**config.mk**
```make
export PLATFORM = sky130hd
export DESIGN_NAME = dcache_ctrl
export DESIGN_NICKNAME = d
export VERILOG_FILES = /design/src/rtl/dcache_pkg.sv /design/src/rtl/dcache_array.sv /design/src/rtl/dcache_ctrl.sv
export SDC_FILE = /design/constraint.sdc
export NUM_CORES = 2
export LEC_CHECK = 0
export ABC_CLOCK_PERIOD_IN_PS = 8300
export BUFFER_PORTS_ARGS = -buffer_cell sky130_fd_sc_hd__buf_4
export CORE_AREA = 2 2 406 408
export CTS_BUF_LIST = sky130_fd_sc_hd__clkbuf_16
export CTS_CLUSTER_DIAMETER = 50
export DETAILED_ROUTE_END_ITERATION = 8
export DIE_AREA = 0 0 408 410
export MAX_ROUTING_LAYER = met4
export PLACE_DENSITY = 0.79
export SYNTH_ARGS = -nofsm -noshare
export SYNTH_HDL_FRONTEND = slang
export SYNTH_SLANG_ARGS = --single-unit
```
**constraint.sdc**
```tcl
create_clock -name clk -period 8.3 [get_ports clk]
set_clock_uncertainty 0.2 [all_clocks]
set_input_delay 0.83 -clock clk [delete_from_list [all_inputs] [get_ports clk]]
set_output_delay 0.83 -clock clk [all_outputs]
set_load 0.005 [all_outputs]
```
**src/rtl/dcache_pkg.sv**
```systemverilog
// dcache_pkg: shared types and helpers for the data cache controller.
//   state_e      : controller FSM state encoding
//   DEF_*        : default geometry (16 lines x 4 words, 32-bit byte address)
//   sat_inc()    : saturating 32-bit increment used by the performance counters
package dcache_pkg;

  localparam int unsigned DEF_LINES  = 16;
  localparam int unsigned DEF_WORDS  = 4;
  localparam int unsigned DEF_ADDR_W = 32;

  // Address field widths for the default geometry; modules recompute these
  // from their own parameters so overrides stay consistent.
  localparam int unsigned DEF_IDX_W = $clog2(DEF_LINES);
  localparam int unsigned DEF_OFF_W = $clog2(DEF_WORDS);
  localparam int unsigned DEF_TAG_W = DEF_ADDR_W - DEF_IDX_W - DEF_OFF_W - 2;

  typedef enum logic [1:0] {
    IDLE      = 2'd0,
    REFILL    = 2'd1,
    FILL_DONE = 2'd2,
    WRITE     = 2'd3
  } state_e;

  function automatic logic [31:0] sat_inc(input logic [31:0] v);
    return (v == '1) ? v : v + 32'd1;
  endfunction

endpackage

```
**src/rtl/dcache_array.sv**
```systemverilog
// dcache_array: storage for the direct-mapped data cache.
//   clk, rst            : clock, synchronous active-high reset (clears valid bits only)
//   i_rd_idx/i_rd_off   : combinational read address (line index, word offset)
//   o_rd_tag/o_rd_valid : tag and valid bit of the addressed line
//   o_rd_data           : addressed data word
//   i_tv_*              : tag/valid write port (one line per cycle)
//   i_d_*               : data write port (one word per cycle)
module dcache_array #(
  parameter int unsigned LINES = 16,
  parameter int unsigned WORDS = 4,
  parameter int unsigned TAG_W = 26,
  parameter int unsigned IDX_W = $clog2(LINES),
  parameter int unsigned OFF_W = $clog2(WORDS)
) (
  input  logic             clk,
  input  logic             rst,
  input  logic [IDX_W-1:0] i_rd_idx,
  input  logic [OFF_W-1:0] i_rd_off,
  output logic [TAG_W-1:0] o_rd_tag,
  output logic             o_rd_valid,
  output logic [31:0]      o_rd_data,
  input  logic             i_tv_we,
  input  logic [IDX_W-1:0] i_tv_idx,
  input  logic [TAG_W-1:0] i_tv_tag,
  input  logic             i_tv_valid,
  input  logic             i_d_we,
  input  logic [IDX_W-1:0] i_d_idx,
  input  logic [OFF_W-1:0] i_d_off,
  input  logic [31:0]      i_d_data
);

  logic [TAG_W-1:0] r_tag  [LINES];
  logic [31:0]      r_data [LINES*WORDS];
  logic [LINES-1:0] r_valid;

  assign o_rd_tag   = r_tag[i_rd_idx];
  assign o_rd_valid = r_valid[i_rd_idx];
  assign o_rd_data  = r_data[{i_rd_idx, i_rd_off}];

  always_ff @(posedge clk) begin
    if (rst) begin
      r_valid <= '0;
    end else if (i_tv_we) begin
      r_valid[i_tv_idx] <= i_tv_valid;
    end
  end

  // Tag and data RAMs are deliberately not cleared by reset.
  always_ff @(posedge clk) begin
    if (i_tv_we) begin
      r_tag[i_tv_idx] <= i_tv_tag;
    end
  end

  always_ff @(posedge clk) begin
    if (i_d_we) begin
      r_data[{i_d_idx, i_d_off}] <= i_d_data;
    end
  end

endmodule

```
**src/rtl/dcache_ctrl.sv**
```systemverilog
// dcache_ctrl: direct-mapped, write-through, no-write-allocate data cache.
//   clk, rst              : clock, synchronous active-high reset
//   cpu_req/cpu_we        : core load/store request, 1 = store
//   cpu_addr/cpu_wdata    : byte address ([1:0] ignored), store data
//   cpu_rdata             : load data, valid when cpu_req & !cpu_we & !cpu_stall
//   cpu_stall             : combinational pipeline freeze
//   mem_req/mem_we        : word request / write enable towards data_mem
//   mem_addr/mem_wdata    : word-aligned address and write data
//   mem_rdata/mem_ready   : read data and one-cycle completion strobe
//   hit_cnt/miss_cnt      : saturating load hit / load miss counters
module dcache_ctrl
  import dcache_pkg::*;
#(
  parameter int unsigned LINES  = DEF_LINES,
  parameter int unsigned WORDS  = DEF_WORDS,
  parameter int unsigned ADDR_W = DEF_ADDR_W
) (
  input  logic              clk,
  input  logic              rst,
  input  logic              cpu_req,
  input  logic              cpu_we,
  input  logic [ADDR_W-1:0] cpu_addr,
  input  logic [31:0]       cpu_wdata,
  output logic [31:0]       cpu_rdata,
  output logic              cpu_stall,
  output logic              mem_req,
  output logic              mem_we,
  output logic [ADDR_W-1:0] mem_addr,
  output logic [31:0]       mem_wdata,
  input  logic [31:0]       mem_rdata,
  input  logic              mem_ready,
  output logic [31:0]       hit_cnt,
  output logic [31:0]       miss_cnt
);

  localparam int unsigned IDX_W = $clog2(LINES);
  localparam int unsigned OFF_W = $clog2(WORDS);
  localparam int unsigned TAG_W = ADDR_W - IDX_W - OFF_W - 2;
  localparam int unsigned WA_W  = ADDR_W - 2;
  localparam logic [OFF_W-1:0] LAST_OFF = OFF_W'(WORDS - 1);

  state_e            r_state;
  logic [OFF_W-1:0]  r_cnt;
  logic [WA_W-1:0]   r_waddr;
  logic [31:0]       r_wdata;
  logic              r_mem_req;
  logic              r_mem_we;
  logic [31:0]       r_hit_cnt;
  logic [31:0]       r_miss_cnt;

  logic [WA_W-1:0]   w_sel;
  logic [OFF_W-1:0]  w_off;
  logic [IDX_W-1:0]  w_idx;
  logic [TAG_W-1:0]  w_tag;
  logic [TAG_W-1:0]  w_rd_tag;
  logic              w_rd_valid;
  logic [31:0]       w_rd_data;
  logic              w_hit;
  logic              w_load_hit;

  logic              w_tv_we;
  logic              w_tv_valid;
  logic              w_d_we;
  logic [OFF_W-1:0]  w_d_off;
  logic [31:0]       w_d_data;

  // In IDLE the lookup follows the live core address; once a transaction is
  // accepted it follows the latched word address, so a refill still finishes
  // into the right line if the core drops cpu_req.
  assign w_sel = (r_state == IDLE) ? cpu_addr[ADDR_W-1:2] : r_waddr;
  assign w_off = w_sel[OFF_W-1:0];
  assign w_idx = w_sel[IDX_W+OFF_W-1:OFF_W];
  assign w_tag = w_sel[WA_W-1:IDX_W+OFF_W];

  assign w_hit      = w_rd_valid && (w_rd_tag == w_tag);
  assign w_load_hit = cpu_req && !cpu_we && (r_state == IDLE) && w_hit;

  assign cpu_rdata = w_load_hit ? w_rd_data : '0;
  assign cpu_stall = cpu_req
                   && !((r_state == IDLE) && w_hit && !cpu_we)
                   && !((r_state == WRITE) && mem_ready);

  assign mem_req   = r_mem_req;
  assign mem_we    = r_mem_we;
  assign mem_wdata = r_wdata;
  assign mem_addr  = (r_state == WRITE) ? {r_waddr, 2'b00}
                                        : {r_waddr[WA_W-1:OFF_W], r_cnt, 2'b00};
  assign hit_cnt   = r_hit_cnt;
  assign miss_cnt  = r_miss_cnt;

  // A load miss invalidates the victim line up front so a refill aborted by
  // reset (or any partial fill) can never be mistaken for resident data.
  always_comb begin
    w_tv_we    = 1'b0;
    w_tv_valid = 1'b0;
    if ((r_state == IDLE) && cpu_req && !cpu_we && !w_hit) begin
      w_tv_we = 1'b1;
    end else if (r_state == FILL_DONE) begin
      w_tv_we    = 1'b1;
      w_tv_valid = 1'b1;
    end
  end

  always_comb begin
    w_d_we   = 1'b0;
    w_d_off  = w_off;
    w_d_data = r_wdata;
    if ((r_state == REFILL) && mem_ready) begin
      w_d_we   = 1'b1;
      w_d_off  = r_cnt;
      w_d_data = mem_rdata;
    end else if ((r_state == WRITE) && mem_ready && w_hit) begin
      w_d_we = 1'b1;
    end
  end

  dcache_array #(
    .LINES (LINES),
    .WORDS (WORDS),
    .TAG_W (TAG_W),
    .IDX_W (IDX_W),
    .OFF_W (OFF_W)
  ) u_array (
    .clk        (clk),
    .rst        (rst),
    .i_rd_idx   (w_idx),
    .i_rd_off   (w_off),
    .o_rd_tag   (w_rd_tag),
    .o_rd_valid (w_rd_valid),
    .o_rd_data  (w_rd_data),
    .i_tv_we    (w_tv_we),
    .i_tv_idx   (w_idx),
    .i_tv_tag   (w_tag),
    .i_tv_valid (w_tv_valid),
    .i_d_we     (w_d_we),
    .i_d_idx    (w_idx),
    .i_d_off    (w_d_off),
    .i_d_data   (w_d_data)
  );

  always_ff @(posedge clk) begin
    if (rst) begin
      r_state    <= IDLE;
      r_cnt      <= '0;
      r_waddr    <= '0;
      r_wdata    <= '0;
      r_mem_req  <= 1'b0;
      r_mem_we   <= 1'b0;
      r_hit_cnt  <= '0;
      r_miss_cnt <= '0;
    end else begin
      case (r_state)
        IDLE: begin
          if (cpu_req) begin
            if (cpu_we) begin
              r_state   <= WRITE;
              r_waddr   <= cpu_addr[ADDR_W-1:2];
              r_wdata   <= cpu_wdata;
              r_mem_req <= 1'b1;
              r_mem_we  <= 1'b1;
            end else if (w_hit) begin
              r_hit_cnt <= sat_inc(r_hit_cnt);
            end else begin
              r_state    <= REFILL;
              r_waddr    <= cpu_addr[ADDR_W-1:2];
              r_cnt      <= '0;
              r_mem_req  <= 1'b1;
              r_mem_we   <= 1'b0;
              r_miss_cnt <= sat_inc(r_miss_cnt);
            end
          end
        end
        REFILL: begin
          if (mem_ready) begin
            r_cnt <= r_cnt + OFF_W'(1);
            if (r_cnt == LAST_OFF) begin
              r_state   <= FILL_DONE;
              r_mem_req <= 1'b0;
            end
          end
        end
        FILL_DONE: begin
          r_state <= IDLE;
        end
        WRITE: begin
          if (mem_ready) begin
            r_state   <= IDLE;
            r_mem_req <= 1'b0;
            r_mem_we  <= 1'b0;
          end
        end
      endcase
    end
  end

  // The core must hold its address while stalled.
  property p_hold_addr;
    @(posedge clk) disable iff (rst)
      (cpu_req && cpu_stall) |=> (!cpu_req || (cpu_addr == $past(cpu_addr)));
  endproperty
  a_hold_addr: assert property (p_hold_addr);

endmodule

```
-- Word-level counts from Yosys, hierarchy flattened
Memories as Yosys holds them, arrays and structs flattened.
Cells that the tools add are included.
- register bits after elaboration: 148
- latch bits: 0
- bits in writable memories: 2432
- bits in read-only memories: 0
- input port bits: 101
- word-level logic and storage cells: 110
- memories: 2
- add/sub/neg operators: 3
- $mul: 0
- div/mod/pow operators: 0
- order comparisons: 2
- equal/unequal tests: 15
- shift operators: 0
- mux-type cells: 44
- bitwise gates (word level): 4
- reductions and logical operators: 31
- memories (name ; words ; width ; rd ports ; clocked after memory_dff ; write ports ; RTL line ; source):
    u_array.r_data ; 64 ; 32 ; 1 ; 0 ; 1 ; dcache_array.sv:33 ; logic [31:0] r_data [LINES*WORDS];
    u_array.r_tag ; 16 ; 24 ; 1 ; 0 ; 1 ; dcache_array.sv:32 ; logic [TAG_W-1:0] r_tag [LINES];
- operator list (cell ; number):
    30-bit two-way mux ; 3
    32-bit by 1-bit adder with 32-bit output, second input constant ; 2
    32-bit == test, second input constant ; 2
    32-bit two-way mux ; 2
    24-bit == test ; 1
    2-bit two-way mux ; 11
    1-bit two-way mux ; 20
    5-bit AND reduction ; 4
    16-bit bitwise mux ; 1
    1-bit logical AND ; 15
    2-bit != test, second input constant ; 6
    2-bit one-hot mux with 4 select lines ; 1
    2-bit == test, second input constant ; 3
    3-bit AND reduction ; 2
    6-bit AND reduction ; 1
    4-bit by 5-bit < comparator with 1-bit output, second input constant ; 1
    1-bit binary-select mux with 4-bit select ; 1
    1-bit demux with 4-bit select ; 1
    4-bit by 1-bit >= comparator with 1-bit output, second input constant ; 1
    1-bit logical NOT ; 4
    4-bit two-way mux ; 1
    1-bit inverter ; 4
    2-bit one-hot mux with 2 select lines ; 1
    4-bit AND reduction ; 1
    9 further kinds ; 10

-- Depth between registers and ports, before layout
- word-level depth: 10
- depth in mapped cells: 18
- depth with buffers taken out: 11

-- Cells and area by module
A second synthesis with hierarchy kept.
- cell total of the unflattened synthesis: 4968
- area, all modules: 100757.9 µm²
- by module, submodules not included (module ; instances ; cells each ; area each (µm²) ; seq. area each (µm²)):
    dcache_array ; 1 ; 3959 ; 93287.0 ; 73350.3
    dcache_ctrl ; 1 ; 1009 ; 7470.9 ; 2642.5

-- Worst setup path before layout
Ideal clock, no wire load.
- path kind: in2reg
- from: input cpu_addr[4]
- to: memory u_array.r_data[31][0], enable pin
- arrival: 5558 ps
- slack: 2081 ps
- stages: 14
- buffers on the path: 4
- cells stage by stage: mux2_1 > buf_6 > buf_6 > clkbuf_1 > mux2i_1 > a32oi_1 > nand4_1 > xnor2_1 > nor4_1 > nand4_1 > nor2_1 > a31oi_1 > clkbuf_1 > nor3_1
- word-level cells in the longest chain between the ends: 9
- elaborated cells between the ends (all ways): 11
- ends and longest elaborated chain (item ; RTL line ; source):
    start, declared ; dcache_ctrl.sv:22 ; input logic [ADDR_W-1:0] cpu_addr,
    30-bit two-way mux (*) ; dcache_ctrl.sv:70 ; assign w_sel = (r_state == IDLE) ? cpu_addr[ADDR_W-1:2] : r_waddr;
    memory read 16 x 24 bit / 1-bit binary-select mux with 4-bit select (equally long branches) ; -- ;
    24-bit == test / 1-bit two-way mux (equally long branches) ; dcache_ctrl.sv:75, dcache_array.sv:37 ;
    1-bit logical AND ; dcache_ctrl.sv:75 ; assign w_hit = w_rd_valid && (w_rd_tag == w_tag);
    1-bit logical AND ; dcache_ctrl.sv:112 ; end else if ((r_state == WRITE) && mem_ready && w_hit) begin
    1-bit two-way mux ; dcache_ctrl.sv:112 ;
    1-bit two-way mux ; dcache_ctrl.sv:108 ; if ((r_state == REFILL) && mem_ready) begin
    1-bit two-way mux ; dcache_array.sv:56 ; if (i_d_we) begin
    1-bit two-way mux (implied by the code) ; dcache_array.sv:57 ; r_data[{i_d_idx, i_d_off}] <= i_d_data;
    end, declared ; dcache_array.sv:33 ;
Every way passes the cells marked *; elsewhere a longest branch is shown, timed or not. The select of a mux whose other input is x is not followed.

-- Worst setup path after layout
- from: register r_state[1]
- to: output cpu_rdata[8]
- word-level cells in the longest chain between the ends: 7
- elaborated cells between the ends (all ways): 11
- ends and longest elaborated chain (item ; RTL line ; source):
    start, declared ; dcache_ctrl.sv:42 ; state_e r_state;
    start signal, assigned ; dcache_ctrl.sv:143 ; r_state <= IDLE;
    start signal, assigned ; dcache_ctrl.sv:156 ; r_state <= WRITE;
    start signal, assigned ; dcache_ctrl.sv:164 ; r_state <= REFILL;
    2-bit logical NOT (*) ; dcache_ctrl.sv:70, dcache_ctrl.sv:76 ;
    30-bit two-way mux ; dcache_ctrl.sv:70 ;
    memory read 16 x 24 bit / 1-bit binary-select mux with 4-bit select (equally long branches) ; -- ;
    24-bit == test / 1-bit two-way mux (equally long branches) ; dcache_ctrl.sv:75, dcache_array.sv:37 ;
    1-bit logical AND ; dcache_ctrl.sv:75 ;
    1-bit logical AND ; dcache_ctrl.sv:76 ; assign w_load_hit = cpu_req && !cpu_we && (r_state == IDLE) && w_hit;
    32-bit two-way mux (*) ; dcache_ctrl.sv:78 ; assign cpu_rdata = w_load_hit ? w_rd_data : '0;
    end, declared ; dcache_ctrl.sv:24 ; output logic [31:0] cpu_rdata,
Marks and branches as above.

==> flow_metrics.py <==
metrics = {
    "setup_path": {
        "critical_path.max_stage_delay_ns": 0.61,
        "cp_data_arrival_time_ns": 7.09,
        "r2r-start": "r_state[1]",
        "critical_path_required_ns": 7.27,
        "crit_start": "r_state[1]",
        "path_cells": "buf_4 -> nor2_4 -> buf_4 -> mux2i_4 -> buf_12 -> nand2_1 -> a32oi_1 -> nand4_1 -> xnor2_1 -> or4_1 -> nor4b_1 -> and2_1 -> nand3_2 -> buf_4 -> a2111oi_1 -> buf_2 -> buf_4",
        "crit_path_frequent_cell": "buf_4",
        "crit_family": "simple AND/OR/NAND/NOR gates",
        "end_kind": "output port",
        "crit_path_max_fanout": 72,
        "crit_type": "register to output port",
        "cpMaxStageDelayCell": "mux2i_4",
        "cp-start-kind": "register",
        "crit_buf_inv": 6,
    },
    "floorplanning": {
        "die_area_um2": 167000,
        "dieHeight_um": 410,
        "die_width_um": 408,
        "io-pin-count": 264,
        "rows": 149,
        "initial_core_util_pct": 61.6,
        "core_um2": 163000,
    },
    "placement": {
        "portBuffers": 259,
        "routabilityCongestion": 0.975,
        "dpl.hpwl_mm": 161,
    },
    "global_route": {
        "antenna_found_initial": 21,
        "grt_max_degree": 117,
        "grt_pass1_wl_mm": 409,
        "grt_overflow": 0,
        "grt_pass1_vias": 57800,
        "grt_use_total_pct": 35.5,
    },
    "timing": {
        "worst_slew_pin_slew_ns": 1.39,
        "slew_viol_final": 0,
        "fin_setup_tns_ns": 0,
        "period_needed_ns": 8.12,
        "setup_violations": 0,
        "fmax_mhz": 123,
        "final_hold_viol_count": 0,
        "max-slew-margin-rel_pct": 7.33,
        "rsz0062_at_grt": "false",
        "min_period_over_period_pct": 97.8,
    },
    "routing": {
        "via_count": 58300,
        "drt-wirelength-per-cell_um": 34.8,
        "drt_iter0_drc": 9987,
        "routed_wl_mm": 288,
        "viasPerCell": 7.04,
        "ant_nets": 0,
        "drcViolationCount": 0,
        "dr.pass1.iters": 8,
    },
    "layout": {
        "syn_to_final_growth_pct": 14.0,
        "final_common_cell": "edfxtp_1",
        "drive_above_1_share_pct": 25.8,
        "fillers": 9349,
        "regArea_um2": 76000,
        "fin_util_pct": 70.2,
        "multi_input_area_um2": 23700,
        "final_cell_mix": "edfxtp_1 (2432), nand2_1 (670), mux4_2 (536)",
        "layout.nets": 5985,
    },
    "clocking": {
        "clk-insertion-delay-late_ns": 0.89,
        "cts.path.max_buffers": 3,
        "clk_pin_slew_ns": 0.06,
        "cts_buffers": 241,
        "cts_max_level": 4,
        "root_buffer": "clkbuf_16",
        "cts_tree": "built",
        "post_cts.repair.setup_buffers": 0,
        "clkSinkCount": 2580,
    },
    "synth": {
        "synthesis.area_um2": 101000,
        "synth_cells": 5432,
        "synth_cell_types": 68,
        "ys_top_cells_by_area": "edfxtp_1 (73%), mux4_2 (12%), dfxtp_1 (2.9%), nand2_1 (2.5%), mux2i_1 (1.3%)",
        "ys_seq_area_share_pct": 75.5,
        "ys_ff_latch": 2580,
        "synth_edf_count": 2432,
        "synth_compound_area_share_pct": 2.97,
        "synth_top_family_by_area": "multiplexers",
        "yosys.area_share.simple_pct": 5.70,
        "yosysTopAreaCell": "edfxtp_1",
        "synth_xor_area_share_pct": 0.209,
        "synthAdderAreaFrac_pct": 0.0373,
        "syn_area_per_cell_um2": 18.5,
        "synth_ff_type": "edfxtp_1",
        "ys_async_sr_fraction_pct": 0,
        "synth_top_area_share_pct": 72.5,
        "synth_mux_area_share_pct": 14.0,
        "ys_warn_count": 0,
    },
    "power": {
        "p_leak_uw": 0.0381,
        "power_density_nw_per_um2": 247,
        "ir_worst_vdd_mv": 0.256,
    },
    "run": {
        "cap_violations": 0,
    },
    "outcome": {
        "status": "finished, final reports clean",
    },
    "worst_hold_path": {
        "min-delay-start": "cpu_addr[10]",
        "hold_class": "input pin to register",
    },
}
stage by stage:
stage          hold slack [ns]  total power (uW)  instance area (um^2)  std cells  setup WS [ns]
6_report                0.0432             28300                115000       8285          0.181
5_1_grt                 0.0203             28900                115000       8285         0.0619
3_3_place_gp             0.250             17500                106000       7777          0.401
3_5_place_dp             0.264             17600                106000       7778           1.22
2_1_floorplan            0.247             16500                101000       5433           2.08
4_1_cts                0.00179             28300                115000       8267          0.178
kinds of logic (layout without fill, tap and decap cells):
family,count (synthesis),in the layout
AND/OR/NAND/NOR,1278,1278
AO/OA/AOI/OAI,449,449
adder cells (fa/ha/maj),3,3
flip-flops,2580,2580
XOR/XNOR,24,24
multiplexers,728,728
other,1,19
buffers and inverters,369,1015
worst min-delay path, cell delays in order:
cell and delay [ns]:
buf_4 0.10, mux2i_1 0.06, nor2_1 0.09
path summary, 6_finish.rpt:
path                                          endpoint  slack [ns]  depth (start not counted)
worst max-delay path                      cpu_rdata[8]        0.18                         17
worst min register to register           mem_wdata[21]        0.27                          2
worst min-delay path                        r_waddr[8]        0.04                          3
worst max register to register  u_array.r_data[31][13]        1.34                         16
final cells by class:
class,count,share of cell area [%]
diodes,17,0.0371
inverters,19,0.0622
clock inverters,199,1.45
repair buffers,555,3.94
flip-flops and latches,2580,66.2
clock buffers,242,5.28
multi-input cells,2484,20.6
well taps,2189,2.39
routing by layer:
metal  vias to the layer above  track usage (%)  part of all wire (%)
met3                       879             11.2                    15
met1                     29500             44.9                    33
met4                         0             16.0                   4.9
met5                         -                -                     0
met2                      5130             53.1                    47
li1                      22800                -                     -
flip-flops by register name, summed over array words and instances (netlist names):
| register | cells |
|---|---|
| r_state | 2 |
| mem_we | 1 |
| u_array.r_tag | 384 |
| u_array.r_valid | 16 |
| u_array.r_data | 2048 |
| miss_cnt | 32 |
| r_waddr | 30 |
| r_cnt | 2 |
| mem_req | 1 |
| hit_cnt | 32 |
| mem_wdata | 32 |
cell usage after synthesis, types with 6 or more instances:
cell type and n:
a2111oi_0 8, a211oi_1 9, a21oi_1 106, a31oi_1 41, a32oi_1 83, and3_1 40, buf_1 73, buf_2 45
buf_4 32, buf_6 7, clkbuf_1 192, dfxtp_1 148, edfxtp_1 2432, inv_1 19, mux2_2 61, mux2i_1 126
mux4_2 536, nand2_1 671, nand2b_1 9, nand3_1 132, nand4_1 29, nor2_1 162, nor2b_1 48, nor3_1 84
nor4_1 33, o211ai_1 8, o21ai_0 52, o221ai_1 6, o22ai_1 74, o31ai_1 27, or3_1 9, or4_1 29
xnor2_1 24
report_power, final:
group	leakage [uW]	internal (uW)	switching, uW
clock	0.00395	5960	4860
combinational	0.0107	1010	1990
sequential	0.0234	14400	38.2
total	0.0381	21400	6890
repair_timing:
| action | 4_1_cts | 5_1_grt |
|---|---|---|
| hold buffers | 48 | 0 |
| resized for setup | 0 | 2 |
| hold endpoints to repair | 48 | 0 |
| endpoints found under the setup margin | 0 | 2 |
Power figures use the tool's default switching activity.
